**src/rtl/ads5404_capture_align.sv**
```systemverilog
// ADS5404 capture aligner: two-stage input pipeline, sync-edge lane detection,
// armed capture of cap_len aligned words, and saturating sync/overrange counters.
module ads5404_capture_align #(
    parameter int unsigned NBITS = 12,
    parameter int unsigned LEN_W = 16
) (
    input  logic                 clk,
    input  logic                 rst,
    input  logic [NBITS-1:0]     da_0,
    input  logic [NBITS-1:0]     da_1,
    input  logic [NBITS-1:0]     db_0,
    input  logic [NBITS-1:0]     db_1,
    input  logic                 sync_0,
    input  logic                 sync_1,
    input  logic                 ovra_0,
    input  logic                 ovra_1,
    input  logic                 ovrb_0,
    input  logic                 ovrb_1,
    input  logic                 arm,
    input  logic                 use_sync,
    input  logic [LEN_W-1:0]     cap_len,
    input  logic                 ovr_clr,
    output logic [4*NBITS-1:0]   dout,
    output logic [3:0]           dout_ovr,
    output logic                 dout_valid,
    output logic                 dout_first,
    output logic                 dout_last,
    output logic                 busy,
    output logic                 done,
    output logic                 sync_phase,
    output logic [15:0]          sync_cnt,
    output logic [15:0]          ovra_cnt,
    output logic [15:0]          ovrb_cnt
);

    localparam int unsigned N = NBITS;

    typedef enum logic [1:0] {StIdle, StArmed, StCapture, StDone} state_t;

    // Lane packing everywhere: {b lane1, b lane0, a lane1, a lane0}
    logic [4*N-1:0]   r_r1_data;
    logic [4*N-1:0]   r_r2_data;
    logic [1:0]       r_r1_sync;
    logic             r_r2_sync_1;
    logic [3:0]       r_r1_ovr;
    logic [3:0]       r_r2_ovr;

    state_t           r_state;
    state_t           w_state_d;
    logic             w_start;
    logic             w_start_phase;
    logic             w_issue;
    logic             w_edge0;
    logic             w_edge1;
    logic [LEN_W-1:0] r_word_cnt;
    logic [LEN_W-1:0] r_len;
    logic             r_phase;

    logic [4*N-1:0]   w_word;
    logic [3:0]       w_word_ovr;
    logic [4*N-1:0]   r_dout;
    logic [3:0]       r_dout_ovr;
    logic             r_dout_valid;
    logic             r_dout_first;
    logic             r_dout_last;

    logic [15:0]      r_sync_cnt;
    logic [15:0]      r_ovra_cnt;
    logic [15:0]      r_ovrb_cnt;

    function automatic logic [15:0] f_sat_add(input logic [15:0] a, input logic [1:0] inc);
        logic [16:0] sum;
        sum = {1'b0, a} + {15'd0, inc};
        return sum[16] ? 16'hFFFF : sum[15:0];
    endfunction

    // Input pipeline R1 -> R2.
    always_ff @(posedge clk) begin
        if (rst) begin
            r_r1_data   <= '0;
            r_r2_data   <= '0;
            r_r1_sync   <= '0;
            r_r2_sync_1 <= 1'b0;
            r_r1_ovr    <= '0;
            r_r2_ovr    <= '0;
        end else begin
            r_r1_data   <= {db_1, db_0, da_1, da_0};
            r_r2_data   <= r_r1_data;
            r_r1_sync   <= {sync_1, sync_0};
            r_r2_sync_1 <= r_r1_sync[1];
            r_r1_ovr    <= {ovrb_1, ovrb_0, ovra_1, ovra_0};
            r_r2_ovr    <= r_r1_ovr;
        end
    end

    // Lane-0 edge looks back at last cycle's lane 1 so a sync spanning the
    // lane boundary is reported once, on lane 1.
    assign w_edge0 = r_r1_sync[0] & ~r_r2_sync_1;
    assign w_edge1 = r_r1_sync[1] & ~r_r1_sync[0];

    assign w_issue = (r_state == StCapture) && (r_word_cnt != r_len);

    // Next-state logic and capture start decision.
    always_comb begin
        w_state_d     = r_state;
        w_start       = 1'b0;
        w_start_phase = 1'b0;
        case (r_state)
            StIdle, StDone: begin
                if (arm) w_state_d = StArmed;
            end
            StArmed: begin
                if (!use_sync) begin
                    w_start   = 1'b1;
                    w_state_d = StCapture;
                end else if (w_edge0 || w_edge1) begin
                    w_start       = 1'b1;
                    w_start_phase = w_edge1;
                    w_state_d     = StCapture;
                end
            end
            StCapture: begin
                if (r_word_cnt == r_len) w_state_d = StDone;
            end
            default: w_state_d = StIdle;
        endcase
    end

    // FSM state register.
    always_ff @(posedge clk) begin
        if (rst) r_state <= StIdle;
        else     r_state <= w_state_d;
    end

    // Per-capture context: word counter, sampled length, alignment phase.
    always_ff @(posedge clk) begin
        if (rst) begin
            r_word_cnt <= '0;
            r_len      <= '0;
            r_phase    <= 1'b0;
        end else if (w_start) begin
            r_word_cnt <= '0;
            r_len      <= cap_len;
            r_phase    <= w_start_phase;
        end else if (w_issue) begin
            r_word_cnt <= r_word_cnt + LEN_W'(1);
        end
    end

    // Phase 1 shifts the word by one lane: R2 lane1 then the newer R1 lane0.
    assign w_word = r_phase ? {r_r1_data[2*N +: N], r_r2_data[3*N +: N],
                               r_r1_data[0 +: N],   r_r2_data[N +: N]}
                            : r_r2_data;
    assign w_word_ovr = r_phase ? {r_r1_ovr[2], r_r2_ovr[3], r_r1_ovr[0], r_r2_ovr[1]}
                                : r_r2_ovr;

    // Output word register and strobes; dout holds between valid words.
    always_ff @(posedge clk) begin
        if (rst) begin
            r_dout       <= '0;
            r_dout_ovr   <= '0;
            r_dout_valid <= 1'b0;
            r_dout_first <= 1'b0;
            r_dout_last  <= 1'b0;
        end else begin
            r_dout_valid <= w_issue;
            r_dout_first <= w_issue && (r_word_cnt == '0);
            r_dout_last  <= w_issue && (r_word_cnt == r_len - LEN_W'(1));
            if (w_issue) begin
                r_dout     <= w_word;
                r_dout_ovr <= w_word_ovr;
            end
        end
    end

    // Saturating event counters; clear wins over a same-cycle increment.
    always_ff @(posedge clk) begin
        if (rst || ovr_clr) begin
            r_sync_cnt <= '0;
            r_ovra_cnt <= '0;
            r_ovrb_cnt <= '0;
        end else begin
            r_sync_cnt <= f_sat_add(r_sync_cnt, {1'b0, w_edge0 | w_edge1});
            r_ovra_cnt <= f_sat_add(r_ovra_cnt, {1'b0, r_r1_ovr[0]} + {1'b0, r_r1_ovr[1]});
            r_ovrb_cnt <= f_sat_add(r_ovrb_cnt, {1'b0, r_r1_ovr[2]} + {1'b0, r_r1_ovr[3]});
        end
    end

    assign dout       = r_dout;
    assign dout_ovr   = r_dout_ovr;
    assign dout_valid = r_dout_valid;
    assign dout_first = r_dout_first;
    assign dout_last  = r_dout_last;
    assign busy       = (r_state == StArmed) || (r_state == StCapture);
    assign done       = (r_state == StDone);
    assign sync_phase = r_phase;
    assign sync_cnt   = r_sync_cnt;
    assign ovra_cnt   = r_ovra_cnt;
    assign ovrb_cnt   = r_ovrb_cnt;

endmodule

```
**config.mk**
```make
export PLATFORM = sky130hd
export DESIGN_NAME = ads5404_capture_align
export DESIGN_NICKNAME = d
export VERILOG_FILES = /design/src/rtl/ads5404_capture_align.sv
export SDC_FILE = /design/constraint.sdc
export NUM_CORES = 1
export LEC_CHECK = 0
export ABC_AREA = 1
export ABC_CLOCK_PERIOD_IN_PS = 4650
export CORE_MARGIN = 2
export CORE_UTILIZATION = 57
export DETAILED_ROUTE_END_ITERATION = 7
export GPL_TIMING_DRIVEN = 0
export PLACE_DENSITY = 0.84
export SYNTH_ARGS = -nofsm -noshare
export SYNTH_HDL_FRONTEND = slang
export SYNTH_SLANG_ARGS = --single-unit
```
**constraint.sdc**
```tcl
create_clock -name clk -period 4.65 [get_ports clk]
set_input_delay 0.93 -clock clk [delete_from_list [all_inputs] [get_ports clk]]
set_output_delay 0.93 -clock clk [all_outputs]
set_load 0.005 [all_outputs]
```
==> flow_summary_export.csv <==
group,metric,value,unit
run_status,status,"completed",
yosys,synth_top_area_share,48.40,%
cts,cts.clk_slew.worst_paths,0.06,ns
timing,finalCriticalPeriod,2.844,ns
yosys,yosysSeqAreaShare,48.40,%
yosys,netlist-cell-type-count,30,
global_route,grt_first_pass_wirelength,42.50,mm
timing,drv_slew,0,
drt,drc,0,
worst_setup_path,critPathMaxFanout,4,
floorplan,die_y,137.3,µm
cts,post_cts_buffers,0,
placed_design,gp_congestion,0.9266,
floorplan,die_area,18860,µm²
cts,cts_resized,0,
timing,setup_viol,0,
drt,via_per_inst,5.060,
finish,area.growth.synth_to_final,29.25,%
placed_design,io_buffers,180,
drt,firstDrtPassIters,5,
flow_run,drv_cap,0,
yosys,yosys.area.top_type,"dfxtp_1",
power_and_ir_drop,ir_worst_vdd,336.7,µV
yosys,synth_nets,1493,
worst_setup_path,cp.arrival,1.91,ns
power_and_ir_drop,p_leak,5.669,nW
worst_setup_path,crit_type,"reg2out",
worst_setup_path,crit_required,3.72,ns
yosys,postSynthAreaPerCell,7.213,µm²
yosys,ys_top_cells_by_area,"dfxtp_1 (48%), nand2_1 (10%), nor2_1 (9.4%)",
cts,clk_latency,0.53,ns
cts,h-tree-depth,1,
power_and_ir_drop,p_per_area,487.7,nW/µm²
worst_setup_path,end_kind,"output port",
timing,fmax,351.7,MHz
yosys,synth-async-reset-ratio,0,%
cts,root_buffer,"clkbuf_16",
floorplan,die_x,137.3,µm
timing,finalHoldViolCount,0,
yosys,synth_edf_count,0,
finish,nets,1700,
timing,worst_pin_slew,0.5856,ns
drt,routed-via-count,9387,
drt,wire_per_inst,14.27,µm
placed_design,dp_hpwl,19.22,mm
floorplan,core_area,17360,µm²
global_route,grt_max_degree,15,
timing,finalCritPeriodShare,61.15,%
yosys,yosysWarningCount,0,
cts,cts_buffer_depth,3,
placed_design,dpl_worst_slack,1.578,ns
cts,holdBufCountCts,0,
floorplan,initial_core_util,58.39,%
yosys,synthTopCellsByCount,"nand2_1 (281), nor2_1 (253), dfxtp_1 (245)",
finish,drive_gt1_share,6.442,%
timing,slew_headroom,60.66,%
drt,ant_nets,0,
timing,setup_tns,0,ns
yosys,synth-seq-cells,245,
floorplan,ios,181,
global_route,grt_pass1_vias,8990,
yosys,synth_cells,1405,
yosys,yosysMostFrequentCell,"nand2_1",
drt,drt-initial-drc-count,587,
finish,n_antenna_cell,0,
drt,routed_wl,26.47,mm
finish,fillCellCount,1356,
global_route,grt-ovfl-total,0,
timing,skew,0.01598,ns
yosys,synth_flop_cell,"dfxtp_1",
hold_path,hp-class,"reg2reg",
cts,tritoncts,"yes",
global_route,grt_antenna_before_repair,0,
worst_setup_path,start_kind,"flip-flop",
yosys,netlist_area,10130,µm²
timing,rsz0062_at_grt,"false",
floorplan,rows,48,
cts,numCtsBuffers,25,
timing,setup_ws,1.806,ns
global_route,grt_usage,28.36,%
cts,clkSinkCount,245,
## power breakdown
part | total (W) | internal [W] | leakage [nW] | switching [W]
Combinational | 0.00175 | 0.000789 | 3.23 | 0.000957
Clock | 0.00210 | 0.00127 | 0.437 | 0.000830
Sequential | 0.00254 | 0.00236 | 2.01 | 0.000183
## cells by family after synthesis
logic type | Yosys count | share of synthesized area, %
buffers and inverters | 264 | 10.25
AND/OR/NAND/NOR | 658 | 26.72
adder cells (fa/ha/maj) | 13 | 1.753
flip-flops | 245 | 48.40
XOR/XNOR | 43 | 3.716
AO/OA/AOI/OAI | 182 | 9.173
## state kept, by name, summed over array words and instances (netlist names), 16 cells and up
| register | count |
|---|---|
| ovrb_cnt | 16 |
| r_len | 16 |
| r_r1_data | 48 |
| r_r2_data | 48 |
| ovra_cnt | 16 |
| r_word_cnt | 16 |
| sync_cnt | 16 |
| dout | 48 |
## per-stage QoR
step                instances  instance area [µm²]  utilization [%]  hold WS, ns  power (W)
CTS                      1855                13100            75.47       0.3986   0.006407
global route             1855                13100            75.47       0.4043   0.006755
detailed placement       1810                12220            70.39       0.3923   0.004306
finish                   1855                13100            75.47       0.3965   0.006388
global placement         1810                12220            70.39       0.3896   0.004263
floorplan                1405                10130                -       0.3883   0.003601
## per-layer routing
layer | vias up | global-route usage, % | routed length [µm]
met1 | 4267 | 35.10 | 11020
met5 | - | 0 | 0
met4 | 0 | 10.77 | 750
met2 | 353 | 49.39 | 13050
met3 | 58 | 4.783 | 1650
li1 | 4709 | - | -
## final cells by class
class | count | area (µm²) | area share (%)
well taps | 225 | 281.5 | 2.149
flip-flops and latches | 245 | 4905 | 37.44
inverters | 210 | 788.3 | 6.018
clock buffers | 34 | 729.5 | 5.569
plain buffers | 54 | 250.2 | 1.910
repair buffers | 180 | 1802 | 13.75
multi-input cells | 896 | 4192 | 32.00
clock inverters | 11 | 151.4 | 1.156
## worst max-delay path: stages, from the launching register on
cell	delay, ns
dfxtp_1	0.38
inv_1	0.08
ha_1	0.29
inv_1	0.08
clkdlybuf4s50_1	0.56
## layout by cell type (no fill, tap or decap), drive strengths merged, types with 7 or more instances in the layout
cell	n
nor3	19
o21ai	115
inv	210
buf	18
clkinv	7
xnor2	10
clkdlybuf4s50	180
ha	11
a21oi	57
nor2	293
clkbuf	70
nand4	7
nand2	282
dfxtp	245
xor2	33
nand3	46
## final timing paths
path / from / to / slack [ns] / depth (start not counted)
setup / recovery: r_state[0] / busy / 1.81 / 4
setup reg to reg: r_r1_sync[0] / sync_cnt[10] / 2.14 / 12
hold / removal: r_r1_data[44] / r_r2_data[44] / 0.40 / 2
hold reg to reg: r_r1_data[44] / r_r2_data[44] / 0.40 / 2
Power figures use the tool's default switching activity.
